===== src/rtl/pipe_branch_predictor.sv =====
// rtl/pipe_branch_predictor.sv - IF-stage branch target buffer with 2-bit direction counters
// Lookup is combinational; ID-stage resolution updates the table and reports mispredicts.
module pipe_branch_predictor #(
  parameter int PC_W    = 8,
  parameter int ENTRIES = 16,
  parameter int CNT_W   = 16
) (
  input  logic             SYS_clk,
  input  logic             SYS_reset,
  input  logic             bp_clear,
  input  logic [PC_W-1:0]  lookup_pc,
  output logic             pred_taken,
  output logic [PC_W-1:0]  pred_target,
  input  logic             upd_valid,
  input  logic [PC_W-1:0]  upd_pc,
  input  logic             upd_is_jump,
  input  logic             upd_taken,
  input  logic [PC_W-1:0]  upd_target,
  input  logic             upd_pred_taken,
  input  logic [PC_W-1:0]  upd_pred_target,
  output logic             mispredict,
  output logic [PC_W-1:0]  redirect_pc,
  output logic [CNT_W-1:0] branch_cnt,
  output logic [CNT_W-1:0] mispredict_cnt
);

  localparam int IDX_W = $clog2(ENTRIES);
  localparam int TAG_W = PC_W - IDX_W - 2;

  logic             valid_q  [ENTRIES];
  logic [TAG_W-1:0] tag_q    [ENTRIES];
  logic [PC_W-1:0]  target_q [ENTRIES];
  logic [1:0]       ctr_q    [ENTRIES];
  logic             jump_q   [ENTRIES];

  logic [IDX_W-1:0] lk_idx, upd_idx;
  logic [TAG_W-1:0] lk_tag, upd_tag;
  logic             lk_hit, upd_hit;

  assign lk_idx  = lookup_pc[IDX_W+1:2];
  assign lk_tag  = lookup_pc[PC_W-1:IDX_W+2];
  assign upd_idx = upd_pc[IDX_W+1:2];
  assign upd_tag = upd_pc[PC_W-1:IDX_W+2];

  assign lk_hit  = valid_q[lk_idx] && (tag_q[lk_idx] == lk_tag);
  assign upd_hit = valid_q[upd_idx] && (tag_q[upd_idx] == upd_tag);

  // Jumps are always taken; conditional branches follow the counter MSB.
  assign pred_taken  = lk_hit && (jump_q[lk_idx] || ctr_q[lk_idx][1]);
  assign pred_target = pred_taken ? target_q[lk_idx] : lookup_pc + PC_W'(4);

  assign mispredict  = upd_valid && ((upd_taken != upd_pred_taken) ||
                                     (upd_taken && (upd_target != upd_pred_target)));
  assign redirect_pc = upd_taken ? upd_target : upd_pc + PC_W'(4);

  always_ff @(posedge SYS_clk) begin
    if (SYS_reset) begin
      for (int i = 0; i < ENTRIES; i++) begin
        valid_q[i] <= 1'b0;
        ctr_q[i]   <= 2'b00;
      end
      branch_cnt     <= '0;
      mispredict_cnt <= '0;
    end else begin
      if (upd_valid) begin
        if (branch_cnt != '1)
          branch_cnt <= branch_cnt + CNT_W'(1);
        if (mispredict && (mispredict_cnt != '1))
          mispredict_cnt <= mispredict_cnt + CNT_W'(1);
      end
      // A clear wins over the table write but not over the statistics above.
      if (bp_clear) begin
        for (int i = 0; i < ENTRIES; i++)
          valid_q[i] <= 1'b0;
      end else if (upd_valid) begin
        if (upd_hit) begin
          if (upd_taken) begin
            if (ctr_q[upd_idx] != 2'b11)
              ctr_q[upd_idx] <= ctr_q[upd_idx] + 2'd1;
            target_q[upd_idx] <= upd_target;
            jump_q[upd_idx]   <= upd_is_jump;
          end else if (ctr_q[upd_idx] != 2'b00) begin
            ctr_q[upd_idx] <= ctr_q[upd_idx] - 2'd1;
          end
        end else if (upd_taken) begin
          valid_q[upd_idx]  <= 1'b1;
          tag_q[upd_idx]    <= upd_tag;
          target_q[upd_idx] <= upd_target;
          jump_q[upd_idx]   <= upd_is_jump;
          ctr_q[upd_idx]    <= 2'b10;
        end
      end
    end
  end

endmodule


===== config.mk =====
export PLATFORM = sky130hd
export DESIGN_NAME = pipe_branch_predictor
export DESIGN_NICKNAME = d
export VERILOG_FILES = /design/src/rtl/pipe_branch_predictor.sv
export SDC_FILE = /design/constraint.sdc
export NUM_CORES = 1
export LEC_CHECK = 0
export CAP_MARGIN = 20
export CORE_UTILIZATION = 45
export DETAILED_ROUTE_END_ITERATION = 16
export PLACE_DENSITY = 0.67
export SYNTH_ARGS = -nofsm -noshare
export SYNTH_HDL_FRONTEND = slang
export SYNTH_SLANG_ARGS = --single-unit

===== constraint.sdc =====
create_clock -name SYS_clk -period 4.2 [get_ports SYS_clk]
set_input_delay 0.84 -clock SYS_clk [delete_from_list [all_inputs] [get_ports SYS_clk]]
set_output_delay 0.84 -clock SYS_clk [all_outputs]
set_load 0.05 [all_outputs]

==> impl_metrics.py, run 1 <==
metrics = {
    "run_status": {
        "outcome": "completed",
    },
    "synth": {
        "synth_top_family_by_area": "multiplexers",
        "syn_avg_cell_area_um2": 14.3,
        "synth_cell_types": 51,
        "synth-seq-cells": 256,
        "synthAdderAreaFrac_pct": 0.755,
        "ys_async_sr_fraction_pct": 0,
        "syn_area_mm2": 0.0116,
        "yosysTopAreaCell": "edfxtp_1",
        "synth-simple-area-share_pct": 9.51,
        "ys_seq_area_share_pct": 62.1,
        "post_synth_mux_area_share_pct": 15.4,
        "synth_edf_count": 208,
        "synth_area_leaders": "edfxtp_1 54%, mux4_2 13%, dfxtp_1 8.3%",
        "yosysWarnings": 0,
        "syn_inst": 811,
        "synth_compound_area_share_pct": 6.08,
        "synth_top_area_share_pct": 53.8,
        "synth_nets": 857,
        "ys.flop_type": "edfxtp_1",
        "synthXorXnorAreaFrac_pct": 3.09,
    },
    "worst_setup_path": {
        "rr_worst_depth": 7,
        "start_kind": "primary input",
        "cpMostUsedCell": "mux4_2",
        "worstPathRequired_ps": 3360,
        "r2r-end": "ctr_q[4][0]$_SDFFCE_PN0P_",
        "end_kind": "output pin",
        "cp_max_fo": 11,
        "path_cells": "clkbuf_4 -> mux4_2 -> mux4_2 -> xor2_1 -> nor3_4 -> buf_12 -> mux2_2 -> buf_4",
        "setup.worst_path.start": "lookup_pc[2]",
        "max_stage_delay_ps": 520,
        "slowest_stage": "mux4_2",
        "crit_type": "in2out",
        "r2r-start": "tag_q[7][0]$_DFFE_PP_",
        "rrSetupSlack_ps": 1090,
        "cp.arrival_ps": 3250,
    },
    "sta": {
        "max_freq_mhz": 245,
        "clock_skew_ps": 10.2,
        "worst_pin_slew_ps": 969,
        "setup_violations": 0,
        "maxSlewViolCount": 0,
        "period_minus_slack_ps": 4090,
        "rsz0062_at_grt": "no",
        "holdWs_ps": 476,
        "min_period_over_period_pct": 97.3,
        "slew-limit-headroom_pct": 35.2,
        "hold_viol_final": 0,
    },
    "clocking": {
        "hold_buffers": 0,
        "cts_sinks": 256,
        "cts_max_level": 1,
        "clkTransAtPathRegs_ps": 60,
        "clk_latency_ps": 540,
        "root_buffer": "clkbuf_16",
        "cts_tree": "built",
        "numCtsBuffers": 27,
        "cts_buffer_depth": 3,
    },
    "worst_hold_path": {
        "hp-class": "reg2reg",
        "hold_path.startpoint": "valid_q[3]$_DFF_P_",
        "min_path_cells": 2,
        "min_to": "valid_q[3]$_DFF_P_",
    },
    "floorplanning": {
        "die-area_mm2": 0.0264,
        "io_pins": 89,
        "start_util_pct": 46.0,
        "num_rows": 58,
        "die_w_um": 163,
        "fp.dieH_um": 163,
        "core_area_mm2": 0.0253,
    },
    "layout": {
        "drive_gt1_share_pct": 21.5,
        "final.fill_count": 2048,
        "num-nets-final": 964,
        "area_growth_pct": 20.8,
        "finish.utilization_pct": 55.5,
        "fin_cells": 1267,
        "antenna_cells": 0,
    },
    "power_and_ir_drop": {
        "vdd_drop_max_uv": 303,
        "p_leak_nw": 4.76,
        "internal_power_w": 0.00443,
        "clkPwrFrac_pct": 42.2,
        "total_power_w": 0.00573,
        "pwr-share-comb_pct": 9.4,
        "sw_frac_of_total_pct": 22.7,
        "power.density_mw_per_mm2": 409,
        "p_seq_share_pct": 48.4,
        "switching_power_w": 0.00130,
    },
    "run": {
        "drv_cap": 0,
    },
    "placed_design": {
        "place_congestion": 0.877,
        "place_inst": 1219,
        "placement.io_buffers": 88,
        "dpl.hpwl_mm": 19.6,
    },
    "global_route": {
        "track_usage_pct": 22.6,
        "antenna_found_initial": 0,
        "grt_pass1_vias": 7396,
        "grt_max_degree": 36,
        "grt_pass1_wl_mm": 44.5,
        "overflow": 0,
    },
    "route": {
        "drt_iter0_drc": 725,
        "vias_per_cell": 5.92,
        "vias": 7503,
        "first_pass_iters": 6,
        "wire_per_inst_um": 22.9,
        "drt_wl_total_mm": 29.0,
        "ant_nets": 0,
        "drc": 0,
    },
}
## cells in the final DEF, fill, tap and decap left out, types with 20 or more instances in the layout
cell type        netlist  layout
a21oi_1               22      22
buf_4                  2      49
clkbuf_16              0      28
clkdlybuf4s50_1        0      66
dfxtp_1               48      48
edfxtp_1             208     208
inv_1                 24      24
mux2_2                20      20
mux4_2                67      67
nand2_1               42      42
nand3_1               35      35
nand4_1               24      24
nor2_1                70      70
o21ai_0               36      36
o31ai_1               20      20
xor2_1                28      28
## power groups by stage
stage	Combinational [W]	Clock, W	Sequential [W]
floorplan	0.000310	0	0.00284
global placement	0.000536	0	0.00283
detailed placement	0.000539	0	0.00283
CTS	0.000542	0.00245	0.00278
global route	0.000573	0.00256	0.00278
finish	0.000541	0.00242	0.00278
## critical path, delay by kind of cell
family	cells	cell delay (ps)
simple gates	1	270
buf+inv	3	620
mux	3	1340
xor+xnor	1	180
## registers in the layout, summed over array words and instances, names as in the netlist
name,flops
tag_q,32
jump_q,16
ctr_q,32
target_q,128
mispredict_cnt,16
valid_q,16
branch_cnt,16
## layout make-up
class,instances,area (um2),area share [%]
clock inverters,13,160,1.14
flip-flops and latches,256,7210,51.4
clock buffers,35,747,5.33
repair buffers,134,1350,9.60
multi-input cells,474,4050,28.9
well taps,330,413,2.95
inverters,25,93.8,0.669
## cells by family (layout without fill, tap and decap cells)
family,Yosys count,in the layout
multiplexers,92,92
XOR/XNOR,41,41
buffers and inverters,81,207
AO/OA/AOI/OAI,109,109
adder cells (fa/ha/maj),7,7
flip-flops,256,256
AND/OR/NAND/NOR,225,225
## stage by stage
stage / TNS, ps / worst slack (ps) / instance area [um2]
floorplan: -1000 / -146 / 11600
detailed placement: 0 / 13.5 / 13100
finish: 0 / 113 / 14000
global placement: 0 / 4.35 / 13100
global route: 0 / 36.8 / 14000
CTS: 0 / 16.3 / 14000
## synth_stat cells, drive strengths merged, types with 6 or more instances
cell type	number
nand4	24
mux4	67
o31ai	20
clkbuf	35
dfxtp	48
inv	24
mux2	20
and3	9
nand2	42
o21ai	36
and2	6
buf	21
xnor2	13
edfxtp	208
xor2	28
nor2	71
ha	7
nand3	35
o211ai	12
nor3	13
a21oi	22
## how the worst max path moves through the flow
stage	to	slack (ps)
2_1_floorplan	pred_target[2]	-150
3_3_place_gp	ctr_q[14][1]$_SDFFCE_PN0P_	4
3_5_place_dp	pred_target[0]	10
4_1_cts	pred_target[7]	20
5_1_grt	pred_target[7]	40
6_report	pred_target[7]	110
## timing repair
action                                  CTS  global route
buffers inserted                          0             0
endpoints found under the setup margin    7             7
hold endpoints to repair                  0             0
resized for setup                         1             1
## metal layers
layer  up-vias  part of all wire (%)  track usage [%]
met2       323                    46             35.8
li1       3363                     -                -
met5         -                     0                0
met3        63                   7.2             4.13
met1      3754                    44             31.4
met4         0                   3.2             7.77
Power figures use the tool's default switching activity.
==> run 2, diff against run 1 <==
CAP_MARGIN = unset   (was 20)
HOLD_SLACK_MARGIN = 0.12   (was unset)
SLEW_MARGIN = 25   (was unset)
==> run 2 against run 1 <==
Effect of this change: flip-flop and latch count is the same; via count shrank 0.40%; clock power is essentially flat; critical path type unchanged; critical endpoint unchanged; highest routed layer unchanged.
==> impl_metrics.py, run 2 (same netlist as run 1, synthesis figures left out) <==
metrics = {
    "floorplanning": {
        "start_util_pct": 46.0,
        "fp.dieH_um": 163,
        "io_pins": 89,
        "die_w_um": 163,
        "core_area_mm2": 0.0253,
        "num_rows": 58,
        "die-area_mm2": 0.0264,
    },
    "worst_setup_path": {
        "setup.worst_path.start": "lookup_pc[2]",
        "end_kind": "output pin",
        "crit_end": "pred_target[7]",
        "r2r-start": "tag_q[7][0]$_DFFE_PP_",
        "crit_type": "in2out",
        "crit_family": "multiplexers",
        "cp.arrival_ps": 3230,
        "worstPathRequired_ps": 3360,
        "path_cells": "clkbuf_4 -> mux4_2 -> mux4_2 -> xor2_1 -> nor3_4 -> buf_12 -> mux2_2 -> buf_4",
        "rrSetupSlack_ps": 1080,
        "r2r-end": "ctr_q[14][0]$_SDFFCE_PN0P_",
        "worstSetupPathDepth": 8,
        "slowest_stage": "mux4_2",
        "start_kind": "primary input",
        "cpMostUsedCell": "mux4_2",
        "cp_max_fo": 11,
        "max_stage_delay_ps": 520,
        "rr_worst_depth": 6,
        "cp_num_buf_inv": 3,
    },
    "route": {
        "wire_per_inst_um": 22.8,
        "vias_per_cell": 5.88,
        "drt_wl_total_mm": 28.9,
        "drc": 0,
        "vias": 7473,
        "ant_nets": 0,
        "first_pass_iters": 5,
        "drt_iter0_drc": 734,
    },
    "clocking": {
        "numCtsBuffers": 28,
        "cts_sinks": 256,
        "clk_latency_ps": 540,
        "cts_max_level": 1,
        "clkTransAtPathRegs_ps": 60,
        "cts_resized": 0,
        "cts_buffer_depth": 3,
        "cts_tree": "built",
        "cts_setup_buffers": 0,
        "hold_buffers": 0,
        "root_buffer": "clkbuf_16",
    },
    "sta": {
        "slew-limit-headroom_pct": 33.5,
        "rsz0062_at_grt": "no",
        "clock_skew_ps": 10.3,
        "setup_violations": 0,
        "hold_viol_final": 0,
        "holdWs_ps": 483,
        "max_freq_mhz": 246,
        "worst_pin_slew_ps": 994,
        "maxSlewViolCount": 0,
        "period_minus_slack_ps": 4070,
        "min_period_over_period_pct": 96.8,
    },
    "layout": {
        "largest_reg_flops": 128,
        "design_area_mm2": 0.0140,
        "final_common_cell": "edfxtp_1",
        "area_growth_pct": 20.8,
        "antenna_cells": 0,
        "mostFrequentLayoutCells": "208 x edfxtp_1, 70 x nor2_1, 67 x mux4_2",
        "num-nets-final": 964,
        "finish.utilization_pct": 55.5,
        "largest_register": "target_q",
        "drive_gt1_share_pct": 21.5,
        "reg.largest.list": "target_q: 128 flops, ctr_q: 32 flops, tag_q: 32 flops",
    },
    "placed_design": {
        "post_dp_cell_area_mm2": 0.0131,
        "place_congestion": 0.877,
        "placement.io_buffers": 88,
        "dpl.hpwl_mm": 19.7,
    },
    "run": {
        "drv_cap": 0,
    },
    "power_and_ir_drop": {
        "p_leak_nw": 4.76,
        "power.density_mw_per_mm2": 409,
        "vdd_drop_max_uv": 305,
        "total_power_w": 0.00573,
    },
    "global_route": {
        "grt_max_degree": 36,
        "track_usage_pct": 22.6,
        "overflow": 0,
        "grt_pass1_vias": 7323,
        "antenna_found_initial": 0,
        "grt_pass1_wl_mm": 44.4,
    },
    "run_status": {
        "outcome": "completed",
    },
    "worst_hold_path": {
        "hp-class": "reg2reg",
        "hold_path.startpoint": "valid_q[3]$_DFF_P_",
    },
}
## run 2: changes by cell type in the layout (fill, tap and decap cells not counted), sizes merged
cell / delta
buf: -1
dlymetal6s2s: +1
dlygate4sd2: -1
clkinv: +3
clkinvlp: +1
## run 2: layout make-up
class	instances	area, um2
inverter	25	93.8
clock buffer	35	727
fill	2073	11200
tap	330	413
sequential	256	7210
multi-input combinational	474	4060
timing repair buffer	133	1340
clock inverter	17	184
## run 2: worst min-delay path by stage
stage	to	depth (start not counted)	slack, ps
2_1_floorplan	valid_q[1]$_DFF_P_	2	430
3_3_place_gp	valid_q[3]$_DFF_P_	2	460
3_5_place_dp	valid_q[3]$_DFF_P_	2	460
4_1_cts	valid_q[3]$_DFF_P_	2	480
5_1_grt	valid_q[3]$_DFF_P_	2	500
6_report	valid_q[3]$_DFF_P_	2	480
## run 2: through the flow
| stage | setup TNS, ps | cells | worst slack, ps |
|---|---|---|---|
| final | 0 | 1270 | 132 |
| after global routing | 0 | 1270 | 27.0 |
| after CTS | 0 | 1270 | 4.08 |
| after detailed placement | 0 | 1218 | 15.2 |
| after global placement | 0 | 1218 | 4.35 |
| after floorplan | -1000 | 811 | -146 |
## run 2: where the power goes
| part | leakage, nW | switching, W | internal, W |
|---|---|---|---|
| Clock | 0.435 | 0.000992 | 0.00142 |
| Sequential | 2.29 | 0.0000146 | 0.00276 |
| Combinational | 2.03 | 0.000312 | 0.000230 |
| Total | 4.76 | 0.00132 | 0.00441 |
## run 2: tightest hold or removal path: stages (launching register included)
cell	delay (ps)
dfxtp_1	320
nand2_1	50
o21ai_0	60
## run 2: layer usage
layer / up-vias / part of all wire, % / GRT usage [%]
li1: 3360 / - / -
met1: 3678 / 41 / 31.3
met2: 373 / 46 / 35.2
met3: 62 / 9.6 / 5.12
met4: 0 / 3.2 / 7.94
met5: - / 0 / 0
==> RTL edit 1 (settings of run 2) <==
Set the parameter `ENTRIES` to 32 (it was 16).
--- a/src/rtl/pipe_branch_predictor.sv
+++ b/src/rtl/pipe_branch_predictor.sv
@@ -2,7 +2,7 @@
 // Lookup is combinational; ID-stage resolution updates the table and reports mispredicts.
 module pipe_branch_predictor #(
   parameter int PC_W    = 8,
-  parameter int ENTRIES = 16,
+  parameter int ENTRIES = 32,
   parameter int CNT_W   = 16
 ) (
   input  logic             SYS_clk,
Check against the original RTL: not equivalent (Yosys sat finds a counterexample within 4 cycles, from zero or initial values and one cycle with SYS_reset high).
==> RTL edit 1 against run 2 <==
  * Synthesized area increased by 73%
  * Combinational power increased by 58%
  * Synthesized cell count increased by 68%
  * Routed wire length increased by 85%
  * Cell area increased by 70%
  * Sequential cell count increased by 192
  * Die area increased by 72%
  * Clock power increased by 77%
  * Sequential share of layout area increased by 2.3 points
  * Cell count increased by 67%
  * Worst setup slack improved by 0.019 ns
  * Worst hold slack got worse by 0.028 ns
  * Total power increased by 74%
  * Critical path type unchanged
  * Critical endpoint is now pred_target[6]
  * Largest cell class unchanged
==> RTL edit 1: results <==
timing:
  fin_skew_ns: 0.0243
worst_setup_path:
  path_max_fanout: 18
  ff2ff_setup_slack_ns: 1.45
  cp_slowest_stage_delay_ns: 0.55
  crit_family: "buffers and inverters"
  crit_end: "pred_target[6]"
clock_network:
  clk_latency_ns: 0.59
  cts-buffers-inserted: 47
  cts-htree-levels: 2
place:
  placed_area_um2: 22200
  dp_hpwl_mm: 37.2
  gp_congestion: 0.926
  dp_cells: 2030
drt:
  routed_via_density: 5.93
  first_pass_iters: 7
  drt_iter0_drc: 1589
  vias: 12556
run_status:
  status: "finished clean"
pwr:
  leakage_nw: 7.84
  vdd_drop_max_mv: 0.336
synthesis:
  synth_cell_types: 72
  synth_nets: 1405
  ys_seq_area_share_pct: 63.9
  synthTopCellsByCount: "384 x edfxtp_1, 149 x nor2_1, 88 x mux4_2"
  synth_edf_count: 384
global_route:
  grt_max_degree: 65
  grt_usage_pct: 24.1
  grt_pass1_vias: 12406
finish:
  drive_above_1_share_pct: 23.6
==> RTL edit 1: worst min-delay path by stage <==
stage / start / to / slack (ns)
finish: valid_q[13]$_DFF_P_ / valid_q[13]$_DFF_P_ / 0.45
global route: valid_q[13]$_DFF_P_ / valid_q[13]$_DFF_P_ / 0.48
CTS: valid_q[13]$_DFF_P_ / valid_q[13]$_DFF_P_ / 0.46
detailed placement: valid_q[13]$_DFF_P_ / valid_q[13]$_DFF_P_ / 0.44
global placement: valid_q[1]$_DFF_P_ / valid_q[1]$_DFF_P_ / 0.44
floorplan: valid_q[13]$_DFF_P_ / valid_q[13]$_DFF_P_ / 0.43
==> RTL edit 1: cell families (layout without fill, tap and decap cells) <==
logic type / Yosys count / count (layout) / share of synthesized area (%)
AO/OA/AOI/OAI: 207 / 207 / 7.06
XOR/XNOR: 39 / 39 / 1.70
adder cells (fa/ha/maj): 7 / 7 / 0.437
buffers and inverters: 109 / 283 / 2.79
flip-flops: 448 / 448 / 63.9
multiplexers: 170 / 170 / 14.1
AND/OR/NAND/NOR: 379 / 379 / 10.1
==> RTL edit 1: area by class of cell <==
cell class	count	area [um^2]
tap	585	732
multi-input combinational	802	6720
clock buffer	71	1410
sequential	448	12800
clock inverter	17	203
inverter	16	60.1
fill	3551	19700
timing repair buffer	179	1910
==> RTL edit 1: where the power goes <==
group          switching (W)  internal, W
Clock                0.00174      0.00252
Combinational       0.000509     0.000348
Sequential         0.0000232      0.00485
Total                0.00228      0.00772
==> RTL edit 1: metal layers <==
layer	routed length (um)	track usage (%)	vias to the layer above
met1	22400	34.0	6406
li1	-	-	5528
met5	0	0	-
met2	25400	37.9	536
met3	3860	3.78	86
met4	1640	8.36	0
==> RTL edit 2 (config.mk and constraints of run 2) <==
Without the edit above. Put a register stage on the outputs `pred_target` and `redirect_pc`, with the module's reset. The values now appear one clock later. The other outputs are not delayed to match.
--- a/src/rtl/pipe_branch_predictor.sv
+++ b/src/rtl/pipe_branch_predictor.sv
@@ -47,11 +47,18 @@
 
   // Jumps are always taken; conditional branches follow the counter MSB.
   assign pred_taken  = lk_hit && (jump_q[lk_idx] || ctr_q[lk_idx][1]);
-  assign pred_target = pred_taken ? target_q[lk_idx] : lookup_pc + PC_W'(4);
 
   assign mispredict  = upd_valid && ((upd_taken != upd_pred_taken) ||
                                      (upd_taken && (upd_target != upd_pred_target)));
-  assign redirect_pc = upd_taken ? upd_target : upd_pc + PC_W'(4);
+  always_ff @(posedge SYS_clk) begin
+    if (SYS_reset) begin
+      pred_target <= '0;
+      redirect_pc <= '0;
+    end else begin
+      pred_target <= pred_taken ? target_q[lk_idx] : lookup_pc + PC_W'(4);
+      redirect_pc <= upd_taken ? upd_target : upd_pc + PC_W'(4);
+    end
+  end
 
   always_ff @(posedge SYS_clk) begin
     if (SYS_reset) begin
Formal check against the unedited RTL: not equivalent (a bounded check fails within 4 cycles, from zero or initial values and one cycle with SYS_reset high).
==> RTL edit 2 against run 2 <==
  * Total power rose by 2.0%
  * Clock power hardly changed
  * Synthesized area grew 2.1%
  * Worst setup slack better by 0.23 ns
  * Cell area increased by 1.9%
  * Worst hold slack got worse by 0.011 ns
  * Routed wire length up 0.93%
  * Clock skew increased by 0.017 ns
  * Cell count increased by 2.2%
  * Sequential cell count increased by 16
  * Sequential share of layout area up 1.3 points
  * Largest power group unchanged
  * Highest routed layer unchanged
==> RTL edit 2: results <==
drt:
  vias: 7527
  routed_via_density: 5.80
  wl_mm: 29.2
  drt_iter0_drc: 792
synthesis:
  synthCells: 808
  synth_area_leaders: "edfxtp_1 53%, mux4_2 12%, dfxtp_1 11%, nor2_1 2.6%, mux2i_1 2.0%"
  ys_seq_area_share_pct: 63.5
  synth_nets: 854
  synthTopCellsByCount: "208 x edfxtp_1, 81 x nor2_1, 65 x mux4_2"
place:
  placed_area_um2: 13400
  dp_hpwl_mm: 20.2
  dp_cells: 1247
  gp_congestion: 0.877
pwr:
  leakage_nw: 5.01
  vdd_drop_max_mv: 0.328
global_route:
  grt_usage_pct: 22.5
  grt_pass1_wl_mm: 44.9
  grt_max_degree: 65
  antenna_found_initial: 0
  grt_pass1_vias: 7414
timing:
  slew_headroom_pct: 46.0
  fin_skew_ns: 0.0271
finish:
  drive_above_1_share_pct: 18.5
  fin_nets: 988
worst_setup_path:
  arrival_ns: 3.00
  slowest_stage: "clkdlybuf4s50_1"
  cp_slowest_stage_delay_ns: 0.64
  path_max_fanout: 20
  ff2ff_setup_slack_ns: 1.26
  crit_family: "buffers and inverters"
clock_network:
  cts_resized: 0
  cts-htree-levels: 1
run_status:
  status: "finished clean"
[RTL edit 2: path summary, 6_finish.rpt]
| kind | startpoint | end | cells after the start |
|---|---|---|---|
| min | valid_q[2]$_DFF_P_ | valid_q[2]$_DFF_P_ | 1 |
| max | lookup_pc[4] | pred_taken | 9 |
| min reg2reg | valid_q[2]$_DFF_P_ | valid_q[2]$_DFF_P_ | 1 |
| max reg2reg | tag_q[12][0]$_DFFE_PP_ | ctr_q[11][1]$_SDFFCE_PN0P_ | 7 |
[RTL edit 2: routing by layer]
metal	vias up	GRT usage (%)	wire, um
met5	-	0	0
met4	0	7.91	901
met3	62	3.03	1760
met2	315	37.6	14300
met1	3769	30.2	12200
li1	3381	-	-
[RTL edit 2: layout make-up]
class | count | area, um^2
Clock inverter | 11 | 129
Sequential cell | 272 | 7530
Tap cell | 335 | 419
Fill cell | 2073 | 11600
Timing Repair Buffer | 149 | 1350
Multi-Input combinational cell | 481 | 4060
Inverter | 10 | 37.5
Clock buffer | 40 | 766
[RTL edit 2: cell families (layout without fill, tap and decap cells)]
group	count (synthesis)	in the layout	share of synthesized area, %
flip-flops	272	272	63.5
buffers and inverters	55	210	2.26
AO/OA/AOI/OAI	102	102	6.07
AND/OR/NAND/NOR	241	241	9.89
XOR/XNOR	42	42	3.11
multiplexers	89	89	14.4
adder cells (fa/ha/maj)	7	7	0.739
[RTL edit 2: per-stage QoR]
stage | setup WS, ns | total power, W | hold slack (ns) | util (%)
finish | 0.363 | 0.00584 | 0.472 | 55.1
global route | 0.234 | 0.00602 | 0.484 | 55.1
CTS | 0.353 | 0.00588 | 0.475 | 55.1
detailed placement | 0.306 | 0.00349 | 0.463 | 51.7
global placement | 0.224 | 0.00348 | 0.454 | 51.7
floorplan | 0.361 | 0.00329 | 0.437 | -
[RTL edit 2: report_power, final]
group	total, W	internal, W	leakage (nW)	switching [W]
clock	0.00241	0.00139	0.433	0.00102
sequential	0.00294	0.00293	2.43	0.0000199
combinational	0.000489	0.000204	2.15	0.000285
